### config.mk
export PLATFORM = sky130hd
export DESIGN_NAME = mux_rr_sched
export DESIGN_NICKNAME = d
export VERILOG_FILES = /design/src/rtl/mux_pkg.sv /design/src/rtl/mux_8to1.sv /design/src/rtl/mux_rr_pick.sv /design/src/rtl/mux_rr_sched.sv
export SDC_FILE = /design/constraint.sdc
export NUM_CORES = 1
export LEC_CHECK = 0
export BUFFER_PORTS_ARGS = -buffer_cell sky130_fd_sc_hd__buf_4
export CAP_MARGIN = 10
export CORE_MARGIN = 4
export CORE_UTILIZATION = 56
export CTS_CLUSTER_DIAMETER = 30
export DETAILED_ROUTE_END_ITERATION = 10
export GPL_ROUTABILITY_DRIVEN = 1
export PLACE_DENSITY = 0.91
export SYNTH_ARGS = -nofsm -noshare
export SYNTH_HDL_FRONTEND = slang
export SYNTH_SLANG_ARGS = --single-unit
### constraint.sdc
create_clock -name clk -period 5.35 [get_ports clk]
set_clock_uncertainty 0.15 [all_clocks]
set_input_delay 0.535 -clock clk [delete_from_list [all_inputs] [get_ports clk]]
set_output_delay 0.535 -clock clk [all_outputs]
set_load 0.005 [all_outputs]
### src/rtl/mux_pkg.sv
// Shared constants, state encoding and helpers for the round-robin mux scheduler.
package mux_pkg;

  localparam int N_IN  = 8;
  localparam int SEL_W = 3;

  typedef enum logic {
    IDLE = 1'b0,
    BUSY = 1'b1
  } state_t;

  // One-hot vector with only bit idx set.
  function automatic logic [N_IN-1:0] onehot_from_idx(input logic [SEL_W-1:0] idx);
    logic [N_IN-1:0] v;
    v      = '0;
    v[idx] = 1'b1;
    return v;
  endfunction

endpackage

### src/rtl/mux_8to1.sv
// Plain 8:1 bit multiplexer that the scheduler shares among its requesters.
module mux_8to1
  import mux_pkg::*;
(
  input  logic [N_IN-1:0]  din,
  input  logic [SEL_W-1:0] sel,
  output logic             dout
);

  assign dout = din[sel];

endmodule

### src/rtl/mux_rr_pick.sv
// Combinational round-robin search: first set req bit at or after start, wrapping.
// Rotate so start lands at bit 0, take the lowest set bit, then rotate the index back.
module mux_rr_pick
  import mux_pkg::*;
(
  input  logic [N_IN-1:0]  req,
  input  logic [SEL_W-1:0] start,
  output logic             found,
  output logic [SEL_W-1:0] idx
);

  logic [N_IN-1:0]  rot;
  logic [SEL_W-1:0] pos;

  // rot[j] is the requester j places after start (indices wrap naturally at 3 bits)
  generate
    for (genvar gi = 0; gi < N_IN; gi++) begin : g_rot
      assign rot[gi] = req[SEL_W'(gi) + start];
    end
  endgenerate

  // Priority encode: lowest rotated position wins
  always_comb begin
    pos = '0;
    for (int j = N_IN - 1; j >= 0; j--) begin
      if (rot[j]) pos = SEL_W'(j);
    end
  end

  assign found = |req;
  assign idx   = pos + start;

endmodule

### src/rtl/mux_rr_sched.sv
// Round-robin scheduler owning the select of an 8:1 bit mux, with a bounded hold
// time per grant so no requester can starve the others.
module mux_rr_sched
  import mux_pkg::*;
#(
  parameter int HOLD_MAX = 16
) (
  input  logic             clk,
  input  logic             rst_n,
  input  logic [N_IN-1:0]  req,
  input  logic [N_IN-1:0]  din,
  output logic [N_IN-1:0]  gnt,
  output logic [SEL_W-1:0] sel,
  output logic             gnt_valid,
  output logic             switch,
  output logic             dout
);

  localparam logic [7:0] HOLD_LIM = 8'(HOLD_MAX);

  state_t           state_reg, state_next;
  logic [SEL_W-1:0] owner_reg, owner_next;
  logic [7:0]       cnt_reg, cnt_next;
  logic [N_IN-1:0]  gnt_reg, gnt_next;
  logic [SEL_W-1:0] sel_reg, sel_next;
  logic             gnt_valid_reg, gnt_valid_next;
  logic             switch_reg, switch_next;

  logic [SEL_W-1:0] pick_start;
  logic             pick_found;
  logic [SEL_W-1:0] pick_idx;
  logic             grant_end;
  logic             regrant;

  // Search begins just after the owner, so the owner itself is considered last.
  // That single ordering covers both release (owner bit is 0) and timeout
  // (owner only wins again when nobody else is asking).
  assign pick_start = owner_reg + 3'd1;

  mux_rr_pick u_pick (
    .req   (req),
    .start (pick_start),
    .found (pick_found),
    .idx   (pick_idx)
  );

  // Release and timeout both just end the grant, so coincidence needs no special case
  assign grant_end = (state_reg == IDLE) || !req[owner_reg] || (cnt_reg == HOLD_LIM);
  assign regrant   = grant_end && pick_found;

  // State register: all scheduler state, cleared asynchronously
  always_ff @(posedge clk or negedge rst_n) begin
    if (!rst_n) begin
      state_reg     <= IDLE;
      owner_reg     <= 3'd7;
      cnt_reg       <= '0;
      gnt_reg       <= '0;
      sel_reg       <= '0;
      gnt_valid_reg <= 1'b0;
      switch_reg    <= 1'b0;
    end else begin
      state_reg     <= state_next;
      owner_reg     <= owner_next;
      cnt_reg       <= cnt_next;
      gnt_reg       <= gnt_next;
      sel_reg       <= sel_next;
      gnt_valid_reg <= gnt_valid_next;
      switch_reg    <= switch_next;
    end
  end

  // Next-state: pick a new owner when a grant ends, otherwise count hold cycles
  always_comb begin
    state_next = state_reg;
    owner_next = owner_reg;
    cnt_next   = cnt_reg;
    if (regrant) begin
      state_next = BUSY;
      owner_next = pick_idx;
      cnt_next   = 8'd1;
    end else if (grant_end) begin
      state_next = IDLE;
      cnt_next   = '0;
    end else begin
      cnt_next   = cnt_reg + 8'd1;
    end
  end

  // Output decode: registered grant/select follow the chosen owner; sel holds while idle
  always_comb begin
    gnt_next       = gnt_reg;
    sel_next       = sel_reg;
    gnt_valid_next = gnt_valid_reg;
    switch_next    = 1'b0;
    if (regrant) begin
      gnt_next       = onehot_from_idx(pick_idx);
      sel_next       = pick_idx;
      gnt_valid_next = 1'b1;
      switch_next    = 1'b1;
    end else if (grant_end) begin
      gnt_next       = '0;
      gnt_valid_next = 1'b0;
    end
  end

  assign gnt       = gnt_reg;
  assign sel       = sel_reg;
  assign gnt_valid = gnt_valid_reg;
  assign switch    = switch_reg;

  mux_8to1 u_mux (
    .din  (din),
    .sel  (sel_reg),
    .dout (dout)
  );

endmodule

==> qor.yml <==
status: "complete, no violations"
max_slew_margin_pct: 65.9
fin_tns_setup_ps: 0
grt_max_degree: 25
synth_area_leaders: "dfrtp_1, mux4_2, mux2i_1, dfstp_2, mux4_1"
clkSinkCount: 24
ys.warnings.count: 0
finalCriticalPeriod_ps: 4270
cts_made_buffers: 3
start_kind: "register"
rows: 20
areaGrowthSynthToFinish_pct: 15.5
fin_nets: 227
ys_types: 42
grt-ovfl-total: 0
die_h_um: 65.2
dieArea_um2: 4250
fmax_mhz: 234
hp-class: "register to register"
cts_tree: "built"
vias: 1447
critical_path_class: "register to register"
wl_um: 3830
drt_iter0_drc: 144
cp-end-kind: "register"
diodes: 0
place.gp.congestion: 0.807
synthesis.nets: 196
ioPinCount: 32
setup_viol: 0
h-tree-depth: 1
layout_commonest_cell: "buf_4"
hpwlAfterDp_um: 2900
cts_resized: 0
detail_route.first_pass.iterations: 4
port_buffers: 31
syn_area_per_cell_um2: 10.7
crit_required_ps: 5390
start_util_pct: 59.1
clk_path_buf_depth: 2
vias_per_cell: 5.88
root_buffer: "clkbuf_4"
worst-slew-pin-transition_ps: 508
layout.cells.non_filler: 246
rsz0062_at_grt: "no"
drive_gt1_share_pct: 28.2
final_hold_viol_count: 0
drc_errors: 0
ys_seq_area_share_pct: 32.9
placedCellCount: 241
worstPathMaxFanout: 14
antenna_found_initial: 0
finalCritPeriodShare_pct: 79.9
grt_pass1_vias: 1456
ys_ff_latch: 24
postRouteAntennaNets: 0
die_x_um: 65.2
core_area_um2: 3100
detail_route.wl_per_cell_um: 15.6
maxCapViolations: 0
arrival_ps: 4320
clock_latency_ps: 310
synth.top_cell.area_share_pct: 28.6
slew_violations: 0
yosys.area.top_type: "dfrtp_1"
grt_pass1_wl_um: 6530
mostFrequentLayoutCells: "buf_4, dfrtp_1, nor2_1"
grt_use_total_pct: 18.9
synthCells: 172
cts.reportedPaths.clkPinSlew_ps: 110
syn-cell-area_um2: 1830
-- logic make-up (layout without fill, tap and decap cells) --
family	count (synthesis)	count (layout)	share of synthesized area, %
xor gates and xnor gates	10	10	5.18
buffers and inverters	18	48	5.05
muxes	31	31	26.0
DFF	24	24	32.9
adders and majority gates	6	6	4.50
and+or+nand+nor	58	58	15.0
AOI/OAI and AO/OA	25	25	11.3
-- routing by layer --
metal | wire length, µm | up-vias | part of all wire, % | track usage (%)
li1 | - | 696 | - | -
met1 | 1690 | 704 | 44 | 25.8
met2 | 1920 | 43 | 50 | 33.4
met3 | 204 | 4 | 5.3 | 2.22
met4 | 19 | 0 | 0.50 | 2.33
met5 | 0 | - | 0 | 0
-- worst paths after layout --
check / start / end / slack, ps / depth (start not counted)
max reg2reg: owner_reg[0]$_DFFE_PN1P_ / sel[2]$_DFFE_PN0P_ / 1080 / 11
max in group asynchronous: rst_n / owner_reg[1]$_DFFE_PN1P_ / 4270 / 2
min in group asynchronous: rst_n / gnt[3]$_DFFE_PN0P_ / 480 / 2
max: owner_reg[0]$_DFFE_PN1P_ / sel[2]$_DFFE_PN0P_ / 1080 / 11
min: gnt[6]$_DFFE_PN0P_ / gnt[6]$_DFFE_PN0P_ / 360 / 1
min reg2reg: gnt[6]$_DFFE_PN0P_ / gnt[6]$_DFFE_PN0P_ / 360 / 1
-- critical path: stages, from the launching register on --
cell and delay [ps]:
dfstp_2 550, inv_1 60, ha_1 580, mux4_1 690, or2_0 260, mux4_2 500, nand2b_1 160, a21oi_1 230
fa_1 240, xor2_1 230, xnor2_2 200, mux2_2 320
-- synthesized netlist by cell type --
| cell | count |
|---|---|
| nand2b_1 | 2 |
| o21ai_0 | 4 |
| a32o_1 | 2 |
| nor2_1 | 19 |
| ha_1 | 5 |
| xnor2_1 | 2 |
| mux4_2 | 9 |
| inv_1 | 10 |
| or2_1 | 1 |
| nor3_1 | 1 |
| a211oi_1 | 1 |
| nand2_1 | 16 |
| or2_0 | 1 |
| o211ai_1 | 1 |
| a221oi_1 | 3 |
| o2111a_1 | 1 |
| xor2_1 | 7 |
| mux2_2 | 4 |
| o41ai_2 | 1 |
| a22o_1 | 2 |
| dfstp_2 | 3 |
| nor4_2 | 1 |
| xnor2_2 | 1 |
| o31ai_1 | 1 |
| buf_6 | 3 |
| o2111ai_2 | 1 |
| dfrtp_1 | 21 |
| and3_1 | 3 |
| and2_1 | 3 |
| nor2_2 | 1 |
| a32oi_1 | 4 |
| mux4_1 | 3 |
| nor4b_1 | 1 |
| nand3_1 | 6 |
| mux2i_1 | 15 |
| a21oi_1 | 3 |
| nor2b_1 | 1 |
| clkbuf_1 | 3 |
| fa_1 | 1 |
| buf_2 | 2 |
| a2bb2oi_1 | 1 |
| nor4_1 | 2 |
-- metrics by stage --
stage	area, µm²	hold slack (ps)	worst slack (ps)	utilization (%)
finish	2120	362	1080	68.3
global route	2120	394	840	68.3
detailed placement	2080	300	1120	67.1
CTS	2120	367	1070	68.3
floorplan	1830	89.4	1240	-
global placement	2080	294	1260	67.1
-- what timing repair did --
| action | CTS | global route |
|---|---|---|
| hold endpoints to repair | 21 | 0 |
| hold buffers | 1 | 0 |
| buffers inserted | 0 | 0 |
-- area by class of cell --
class                           instances  area [µm²]
Timing Repair Buffer                   34         258
Tap cell                               44        55.1
Sequential cell                        24         604
Multi-Input combinational cell        130        1140
Inverter                               10        37.5
Clock buffer                            4        26.3
Fill cell                             259         985
Power is not shown: default switching activity piles up to over one toggle a cycle in this logic, so the estimate is an artifact.
